`src/rtl/clint_mmio_master.sv`:
```
// clint_mmio_master: MEM-stage initiator for the core-local interruptor.
// Decodes pipeline loads/stores against mtime/mtimecmp and drives the CLINT's
// 64-bit strobes. Sub-doubleword stores are done as read-modify-write.
// Optional feature macro: CLINT_MMIO_SUBWORD_EN enables byte/half/word access;
// without it only doubleword accesses are legal.
module clint_mmio_master #(
  parameter logic [63:0] ADDR_MTIME    = 64'h0000_0000_0200_BFF8,
  parameter logic [63:0] ADDR_MTIMECMP = 64'h0000_0000_0200_4000
) (
  input  logic        clk,
  input  logic        rst_n,
  input  logic        i_req_valid,
  output logic        o_req_ready,
  input  logic        i_req_wen,
  input  logic [63:0] i_req_addr,
  input  logic [63:0] i_req_wdata,
  input  logic [1:0]  i_req_size,
  input  logic        i_req_unsigned,
  output logic        o_resp_valid,
  output logic [63:0] o_resp_rdata,
  output logic        o_resp_err,
  output logic [63:0] o_Clint_addr,
  output logic [63:0] o_Clint_wdata,
  output logic        o_Clint_wen,
  output logic        o_Clint_ren,
  input  logic [63:0] i_Clint_rdata
);

  typedef enum logic [1:0] {
    S_IDLE = 2'd0,
    S_RD   = 2'd1,
    S_WR   = 2'd2,
    S_RESP = 2'd3
  } state_e;

  state_e      state_q, state_d;
  logic [63:0] addr_q, addr_d;
  logic [63:0] wdata_q, wdata_d;
  logic [63:0] rbuf_q, rbuf_d;
  logic        req_wen_q, req_wen_d;
  logic        err_q, err_d;

  logic        ready_q, ready_d;
  logic        cren_q, cren_d;
  logic        cwen_q, cwen_d;
  logic [63:0] caddr_q, caddr_d;
  logic [63:0] cwdata_q, cwdata_d;
  logic        rvalid_q, rvalid_d;
  logic [63:0] rdata_q, rdata_d;
  logic        rerr_q, rerr_d;

  logic        hit_s;
  logic        misalign_s;
  logic        size_bad_s;
  logic [2:0]  align_s;

`ifdef CLINT_MMIO_SUBWORD_EN
  logic [1:0]  size_q, size_d;
  logic        uns_q, uns_d;

  // Byte-lane mask of an access of the given size at the given byte offset.
  function automatic logic [63:0] lane_mask(input logic [1:0] size, input logic [2:0] off);
    logic [63:0] ones;
    case (size)
      2'd0:    ones = 64'h0000_0000_0000_00FF;
      2'd1:    ones = 64'h0000_0000_0000_FFFF;
      2'd2:    ones = 64'h0000_0000_FFFF_FFFF;
      default: ones = 64'hFFFF_FFFF_FFFF_FFFF;
    endcase
    return ones << {off, 3'b000};
  endfunction

  // Merge right-aligned store data into the old register value.
  function automatic logic [63:0] store_merge(input logic [63:0] old, input logic [63:0] wd,
                                              input logic [1:0] size, input logic [2:0] off);
    logic [63:0] mask;
    mask = lane_mask(size, off);
    return (old & ~mask) | ((wd << {off, 3'b000}) & mask);
  endfunction

  // Extract the addressed lane and sign/zero-extend it.
  function automatic logic [63:0] load_extend(input logic [63:0] rb, input logic [1:0] size,
                                              input logic [2:0] off, input logic uns);
    logic [63:0] sh;
    logic [63:0] res;
    sh = rb >> {off, 3'b000};
    case (size)
      2'd0:    res = uns ? {56'd0, sh[7:0]}  : {{56{sh[7]}},  sh[7:0]};
      2'd1:    res = uns ? {48'd0, sh[15:0]} : {{48{sh[15]}}, sh[15:0]};
      2'd2:    res = uns ? {32'd0, sh[31:0]} : {{32{sh[31]}}, sh[31:0]};
      default: res = rb;
    endcase
    return res;
  endfunction
`else
  logic unused_s;
  assign unused_s = ^{i_req_unsigned, addr_q[2:0]};
`endif

  // Next-state, request latching and next values of every registered output.
  always_comb begin
    state_d   = state_q;
    addr_d    = addr_q;
    wdata_d   = wdata_q;
    rbuf_d    = rbuf_q;
    req_wen_d = req_wen_q;
    err_d     = err_q;
`ifdef CLINT_MMIO_SUBWORD_EN
    size_d    = size_q;
    uns_d     = uns_q;
`endif

    hit_s = (i_req_addr[63:3] == ADDR_MTIME[63:3]) ||
            (i_req_addr[63:3] == ADDR_MTIMECMP[63:3]);
    case (i_req_size)
      2'd0:    align_s = 3'b000;
      2'd1:    align_s = 3'b001;
      2'd2:    align_s = 3'b011;
      default: align_s = 3'b111;
    endcase
    misalign_s = (i_req_addr[2:0] & align_s) != 3'b000;
`ifdef CLINT_MMIO_SUBWORD_EN
    size_bad_s = 1'b0;
`else
    size_bad_s = (i_req_size != 2'd3);
`endif

    case (state_q)
      S_IDLE: begin
        if (i_req_valid) begin
          addr_d    = i_req_addr;
          wdata_d   = i_req_wdata;
          req_wen_d = i_req_wen;
`ifdef CLINT_MMIO_SUBWORD_EN
          size_d    = i_req_size;
          uns_d     = i_req_unsigned;
`endif
          err_d     = !hit_s || misalign_s || size_bad_s;
          if (err_d) begin
            state_d = S_RESP;
          end else if (i_req_wen && (i_req_size == 2'd3)) begin
            state_d = S_WR;
          end else begin
            state_d = S_RD;
          end
        end else begin
          state_d = S_IDLE;
        end
      end
      S_RD: begin
        rbuf_d  = i_Clint_rdata;
        state_d = req_wen_q ? S_WR : S_RESP;
      end
      S_WR:    state_d = S_RESP;
      S_RESP:  state_d = S_IDLE;
      default: state_d = S_IDLE;
    endcase

    ready_d  = (state_d == S_IDLE);
    cren_d   = (state_d == S_RD);
    cwen_d   = (state_d == S_WR);
    rvalid_d = (state_d == S_RESP);
    rerr_d   = (state_d == S_RESP) && err_d;

    if ((state_d == S_RD) || (state_d == S_WR)) begin
      caddr_d = {addr_d[63:3], 3'b000};
    end else begin
      caddr_d = 64'd0;
    end

    if (state_d == S_WR) begin
`ifdef CLINT_MMIO_SUBWORD_EN
      cwdata_d = store_merge(rbuf_d, wdata_d, size_d, addr_d[2:0]);
`else
      cwdata_d = wdata_d;
`endif
    end else begin
      cwdata_d = 64'd0;
    end

    if ((state_d == S_RESP) && !err_d && !req_wen_d) begin
`ifdef CLINT_MMIO_SUBWORD_EN
      rdata_d = load_extend(rbuf_d, size_d, addr_d[2:0], uns_d);
`else
      rdata_d = rbuf_d;
`endif
    end else begin
      rdata_d = 64'd0;
    end
  end

  // State, request context and registered outputs; synchronous reset drops any request.
  always_ff @(posedge clk) begin
    if (!rst_n) begin
      state_q   <= S_IDLE;
      addr_q    <= 64'd0;
      wdata_q   <= 64'd0;
      rbuf_q    <= 64'd0;
      req_wen_q <= 1'b0;
      err_q     <= 1'b0;
`ifdef CLINT_MMIO_SUBWORD_EN
      size_q    <= 2'd0;
      uns_q     <= 1'b0;
`endif
      ready_q   <= 1'b1;
      cren_q    <= 1'b0;
      cwen_q    <= 1'b0;
      caddr_q   <= 64'd0;
      cwdata_q  <= 64'd0;
      rvalid_q  <= 1'b0;
      rdata_q   <= 64'd0;
      rerr_q    <= 1'b0;
    end else begin
      state_q   <= state_d;
      addr_q    <= addr_d;
      wdata_q   <= wdata_d;
      rbuf_q    <= rbuf_d;
      req_wen_q <= req_wen_d;
      err_q     <= err_d;
`ifdef CLINT_MMIO_SUBWORD_EN
      size_q    <= size_d;
      uns_q     <= uns_d;
`endif
      ready_q   <= ready_d;
      cren_q    <= cren_d;
      cwen_q    <= cwen_d;
      caddr_q   <= caddr_d;
      cwdata_q  <= cwdata_d;
      rvalid_q  <= rvalid_d;
      rdata_q   <= rdata_d;
      rerr_q    <= rerr_d;
    end
  end

  // Outputs are held at zero for as long as rst_n is low.
  assign o_req_ready   = ready_q  & rst_n;
  assign o_Clint_ren   = cren_q   & rst_n;
  assign o_Clint_wen   = cwen_q   & rst_n;
  assign o_Clint_addr  = caddr_q  & {64{rst_n}};
  assign o_Clint_wdata = cwdata_q & {64{rst_n}};
  assign o_resp_valid  = rvalid_q & rst_n;
  assign o_resp_rdata  = rdata_q  & {64{rst_n}};
  assign o_resp_err    = rerr_q   & rst_n;

endmodule

```
`config.mk`:
```
export PLATFORM = sky130hd
export DESIGN_NAME = clint_mmio_master
export DESIGN_NICKNAME = d
export VERILOG_FILES = /design/src/rtl/clint_mmio_master.sv
export SDC_FILE = /design/constraint.sdc
export NUM_CORES = 1
export LEC_CHECK = 0
export BUFFER_PORTS_ARGS = -buffer_cell sky130_fd_sc_hd__buf_2
export CORE_ASPECT_RATIO = 0.75
export CORE_MARGIN = 2
export CORE_UTILIZATION = 40
export DETAILED_ROUTE_END_ITERATION = 6
export PLACE_DENSITY = 0.6
export SYNTH_ARGS = -nofsm -noshare
export SYNTH_HDL_FRONTEND = slang
export SYNTH_SLANG_ARGS = --single-unit
```
`constraint.sdc`:
```
create_clock -name clk -period 3 [get_ports clk]
set_clock_uncertainty 0.05 [all_clocks]
set_input_delay 0.3 -clock clk [delete_from_list [all_inputs] [get_ports clk]]
set_output_delay 0.3 -clock clk [all_outputs]
set_load 0.1 [all_outputs]
```
==> Yosys cells after proc, flatten, opt, wreduce, memory -nomap -nowiden <==
Cells that the tools add are included.
W data, S select, Z words.
{ "totals": {"output_inout_bits": 197, "mem_count": 0, "inputBits": 199, "ram_bits": 0, "wordCells": 71, "ff_bits": 393, "romBits": 0, "latchBits": 0} }
{ "op_classes": {"muxes": 15, "mul": 0, "addsub": 0, "n_div": 0, "reduce_logical": 19, "n_shift": 0, "bitwise": 9, "eq_ne": 12, "order_cmp": 0} }
{ "ops": {"columns": ["op", "count"], "rows": [
  ["$mux W64", 5],
  ["$and A64 B64 Y64", 3],
  ["$eq A61 B23 Y1 const B", 2],
  ["$eq A2 B2 Y1 const B", 6],
  ["$pmux W3 S3", 1],
  ["$pmux W2 S4", 1],
  ["$reduce_and A2 Y1", 4],
  ["$eq A2 B1 Y1 const B", 3],
  ["$logic_not A2 Y1", 3],
  ["$mux W2", 3],
  ["$and A1 B1 Y1", 5],
  ["$mux W1", 5],
  ["$logic_and A1 B1 Y1", 4],
  ["$logic_or A1 B1 Y1", 4],
  ["$and A3 B3 Y3", 1],
  ["$logic_not A1 Y1", 3],
  ["$reduce_bool A3 Y1", 1],
  ["$ne A2 B2 Y1 const B", 1]
]} }

==> Logic depth before layout (Yosys ltp) <==
{ "depth": {"ltp_word": 13, "mapped_depth": 8, "mapped_depth_nobuf": 7} }

==> Worst setup path after synthesis <==
OpenSTA, ideal clock, no wires.
{ "synth_path": {"path_kind": "input -> output", "from": "input rst_n", "to": "output o_Clint_addr[50]", "stages": 4, "path_buffers": 3, "arrival_ns": 1.805, "setup_slack_ns": 0.845, "t_required_ns": 2.650, "path_cell_list": "clkbuf_1 > clkbuf_1 > clkbuf_1 > and2_1"} }
{ "synth_via": {"elab_chain_cells": 1} }
{ "synth_rtl": {"columns": ["element", "line_no", "text"], "rows": [
  ["start: declaration", "11", "input logic rst_n,"],
  ["$and A64 B64 Y64", "239", "assign o_Clint_addr = caddr_q & {64{rst_n}};"],
  ["end: declaration", "22", "output logic [63:0] o_Clint_addr,"]
]} }
Every way passes these cells.

==> Worst setup path in the final report <==
{ "layout_path": {"from": "input i_req_addr[39]", "to": "register rdata_q[59]"} }
{ "layout_via": {"elab_chain_cells": 12, "word_cells_on_any_way": 16, "classes_between": "eq/ne (3); mux (5); reduce/logical (8)"} }
{ "layout_rtl": {"columns": ["element", "line_no", "text"], "rows": [
  ["start: declaration", "15", "input logic [63:0] i_req_addr,"],
  ["$eq A61 B23 Y1, on equally long branches", "113, 114", null],
  ["$logic_or A1 B1 Y1 *", "113", "hit_s = (i_req_addr[63:3] == ADDR_MTIME[63:3]) ||"],
  ["$logic_not A1 Y1 *", "138", "err_d = !hit_s || misalign_s || size_bad_s;"],
  ["$logic_or A1 B1 Y1 * (2 in a row)", "138", null],
  ["$mux W2", "139", "if (err_d) begin"],
  ["$mux W2", "130", "if (i_req_valid) begin"],
  ["$pmux W2 S4", "128", "case (state_q)"],
  ["$eq A2 B2 Y1", "181", "if ((state_d == S_RESP) && !err_d && !req_wen_d) begin"],
  ["$logic_and A1 B1 Y1 * (2 in a row)", "181", null],
  ["$reduce_and A2 Y1 (no source line) *", null, null],
  ["end signal: assignment", "230", "rdata_q <= rdata_d;"],
  ["end: declaration", "49", "logic [63:0] rdata_q, rdata_d;"]
]} }
Every way passes the cells marked *; elsewhere a longest branch is shown, timed or not.
A chain may end at the register's enable or synchronous reset.

==> impl_metrics.ini <==
[run_status]
outcome = completed

[global_routing]
grt_use_total = 0.203
overflow = 0
grt_pass1_wl_mm = 58.7
grt_max_degree = 117
antenna_found_initial = 2
grt_pass1_vias = 10800

[power_and_ir_drop]
power.density_nw_per_um2 = 648
peakVddDrop_uv = 459
p_leak_nw = 8.48

[setup_path]
critical_path_required_ns = 3.33
r2r_setup_slack_ns = 0.68
crit_arrival_ns = 2.90
endpoint_kind = flop
worst-r2r-cell-count = 8
worstPathMaxFanout = 28
cp-start-kind = input port
path_class = in -> reg

[sta]
fin_crit_ns = 2.57
fin_crit_sh = 0.856
tightest_slew_ns = 0.906
finalMaxSlewViolations = 0
max_freq_ghz = 0.389
tns_ns = 0
relSlewSlack = 0.396
hold_viol_final = 0
grt_setup_unrepaired = false
holdWs_ns = 0.0182
finalSetupViolCount = 0

[job]
maxCapViolCount = 0

[die]
die_area_um2 = 36000
rows = 58
coreArea_um2 = 33700
io_pins = 396
die_h_um = 165
dieWidth_um = 218
start_util = 0.409

[logic_synthesis]
yosysSeqAreaShare = 0.562
synthCells = 1332
ys_types = 34
synth_area_um2 = 13800
synth.ff_latch_count = 387
yosys_warnings = 0
avgSynthCellArea_um2 = 10.4

[detailed_routing]
drtIter0Drc = 529
wl_per_cell_um = 16.7
viasPerCell = 4.76
ant_nets = 0
vias = 10900
routed_wl_mm = 38.2
firstDrtPassIters = 4
drc = 0

[place]
io_buffers = 391
gp_congestion = 0.814
dp.final_hpwl_mm = 23.9

[clock_network]
clkSlewWorstSetupHoldPaths_ns = 0.06
cts-root-buf = clkbuf_16
cts_resized = 0
cts_num_sinks = 387
cts_tree = done
cts_max_level = 2
cts_buffers = 39
cts_buffer_depth = 3
clock_latency_ns = 0.52

[min_path]
hold_path.class = in -> reg
min_path_cells = 3

[final_layout]
nNetsFinal = 2015
area_delta_synth_final_pct = 36.6
final_layout_size_suffix_gt1_frac = 0.288
[per-layer routing]
metal  up-vias  global-route usage  routed length (um)
li1       5375                   -                   -
met1      5217               0.272               17400
met2       256               0.325               17600
met3        60              0.0475                2220
met4         2              0.0649                 965
met5         -                   0                  14
[logic make-up (layout without fill, tap and decap cells)]
logic type | count (synthesis) | in the layout | synth area share
AO/OA/AOI/OAI | 143 | 143 | 0.0845
other | 1 | 4 | 0.000272
AND/OR/NAND/NOR | 496 | 496 | 0.178
adder cells (fa/ha/maj) | 4 | 4 | 0.00363
buffers and inverters | 111 | 617 | 0.0346
multiplexers | 189 | 189 | 0.137
XOR/XNOR | 1 | 1 | 0.000635
flip-flops | 387 | 387 | 0.562
[state kept, by name, summed over array words and instances, names as in the netlist, 2 cells and up]
name	count
cwdata_q	64
rbuf_q	64
rdata_q	64
wdata_q	64
addr_q	61
caddr_q	61
state_q	2
[power by group]
part	switching, mW	internal (mW)
logic	1.22	0.679
registers	0.0705	5.44
clock network	1.97	2.83
total	3.26	8.95
[worst max-delay path: stages]
cell	delay, ns
dlygate4sd3_1	0.53
buf_2	0.13
nor4_1	0.40
nand4_1	0.27
a211oi_4	0.52
a21bo_4	0.36
buf_12	0.27
a211oi_2	0.10
[cell usage after synthesis]
cell       number  area share
nand3b_1        1     0.00054
a211oi_2       50       0.045
clkbuf_1       69       0.019
xor2_1          1     0.00064
a211oi_4        1      0.0015
or4_1           1     0.00054
conb_1          1     0.00027
and2_1        197       0.089
nor2b_1         1     0.00045
buf_2          12      0.0044
and3_1          2     0.00091
nor4b_1         2      0.0013
ha_1            4      0.0036
a211oi_1       15      0.0082
mux2i_1       189        0.14
nor3_1          2     0.00073
nand3_1         2     0.00073
buf_1          14      0.0038
a221oi_1        1     0.00064
o31ai_1         1     0.00054
nand2b_1        2     0.00091
a21oi_1        69       0.025
nor4_1         12      0.0054
o21ai_0         3      0.0011
inv_1           4      0.0011
nand4bb_1       1     0.00082
nor2_1        258       0.070
a31oi_2         1     0.00091
dfxtp_1       387        0.56
nand2_1         6      0.0016
a32oi_1         1     0.00064
nand4_1         9      0.0041
a21bo_2         1     0.00073
buf_4          12      0.0065
[placed cells by master (no fill, tap or decap), drive strengths merged, types with 2 or more instances in the layout]
| cell | netlist | layout |
|---|---|---|
| a211oi | 66 | 66 |
| a21oi | 69 | 69 |
| and2 | 197 | 197 |
| and3 | 2 | 2 |
| buf | 38 | 411 |
| clkbuf | 69 | 60 |
| clkinv | 0 | 5 |
| clkinvlp | 0 | 3 |
| conb | 1 | 3 |
| dfxtp | 387 | 387 |
| dlygate4sd3 | 0 | 133 |
| ha | 4 | 4 |
| inv | 4 | 4 |
| mux2i | 189 | 189 |
| nand2 | 6 | 6 |
| nand2b | 2 | 2 |
| nand3 | 2 | 2 |
| nand4 | 9 | 9 |
| nor2 | 258 | 258 |
| nor3 | 2 | 2 |
| nor4 | 12 | 12 |
| nor4b | 2 | 2 |
| o21ai | 3 | 3 |
[final timing paths]
check                                       start          end
worst max-delay path               i_req_addr[39]  rdata_q[59]
worst min-delay path            i_Clint_rdata[43]   rbuf_q[43]
worst max register to register         state_q[0]  caddr_q[12]
worst min register to register          req_wen_q    req_wen_q
[per-stage QoR]
stage / utilization / power (mW) / setup slack, ns / area (um^2) / std cells
after floorplan: - / 6.89 / 0.845 / 13800 / 1334
after global placement: 0.481 / 7.35 / 0.466 / 16200 / 2088
after detailed placement: 0.481 / 7.38 / 0.419 / 16200 / 2088
after CTS: 0.558 / 12.4 / 0.439 / 18800 / 2290
after global routing: 0.558 / 12.7 / 0.310 / 18800 / 2291
final: 0.558 / 12.2 / 0.433 / 18800 / 2291
[timing repair]
action,CTS,global route
setup buffers,0,0
hold buffers,133,0
endpoints found under the hold margin,167,0
endpoints found under the setup margin,0,0
[cell type report]
| cell class | instances | area [um^2] |
|---|---|---|
| multi-input cells | 836 | 5650 |
| well taps | 450 | 563 |
| repair buffers | 544 | 3590 |
| clock inverters | 9 | 77.6 |
| flip-flops and latches | 387 | 7750 |
| fillers | 3014 | 14900 |
| diodes | 1 | 2.50 |
| inverters | 4 | 20.0 |
| clock buffers | 60 | 1200 |
Note: power is estimated with default switching activity, not from simulation.
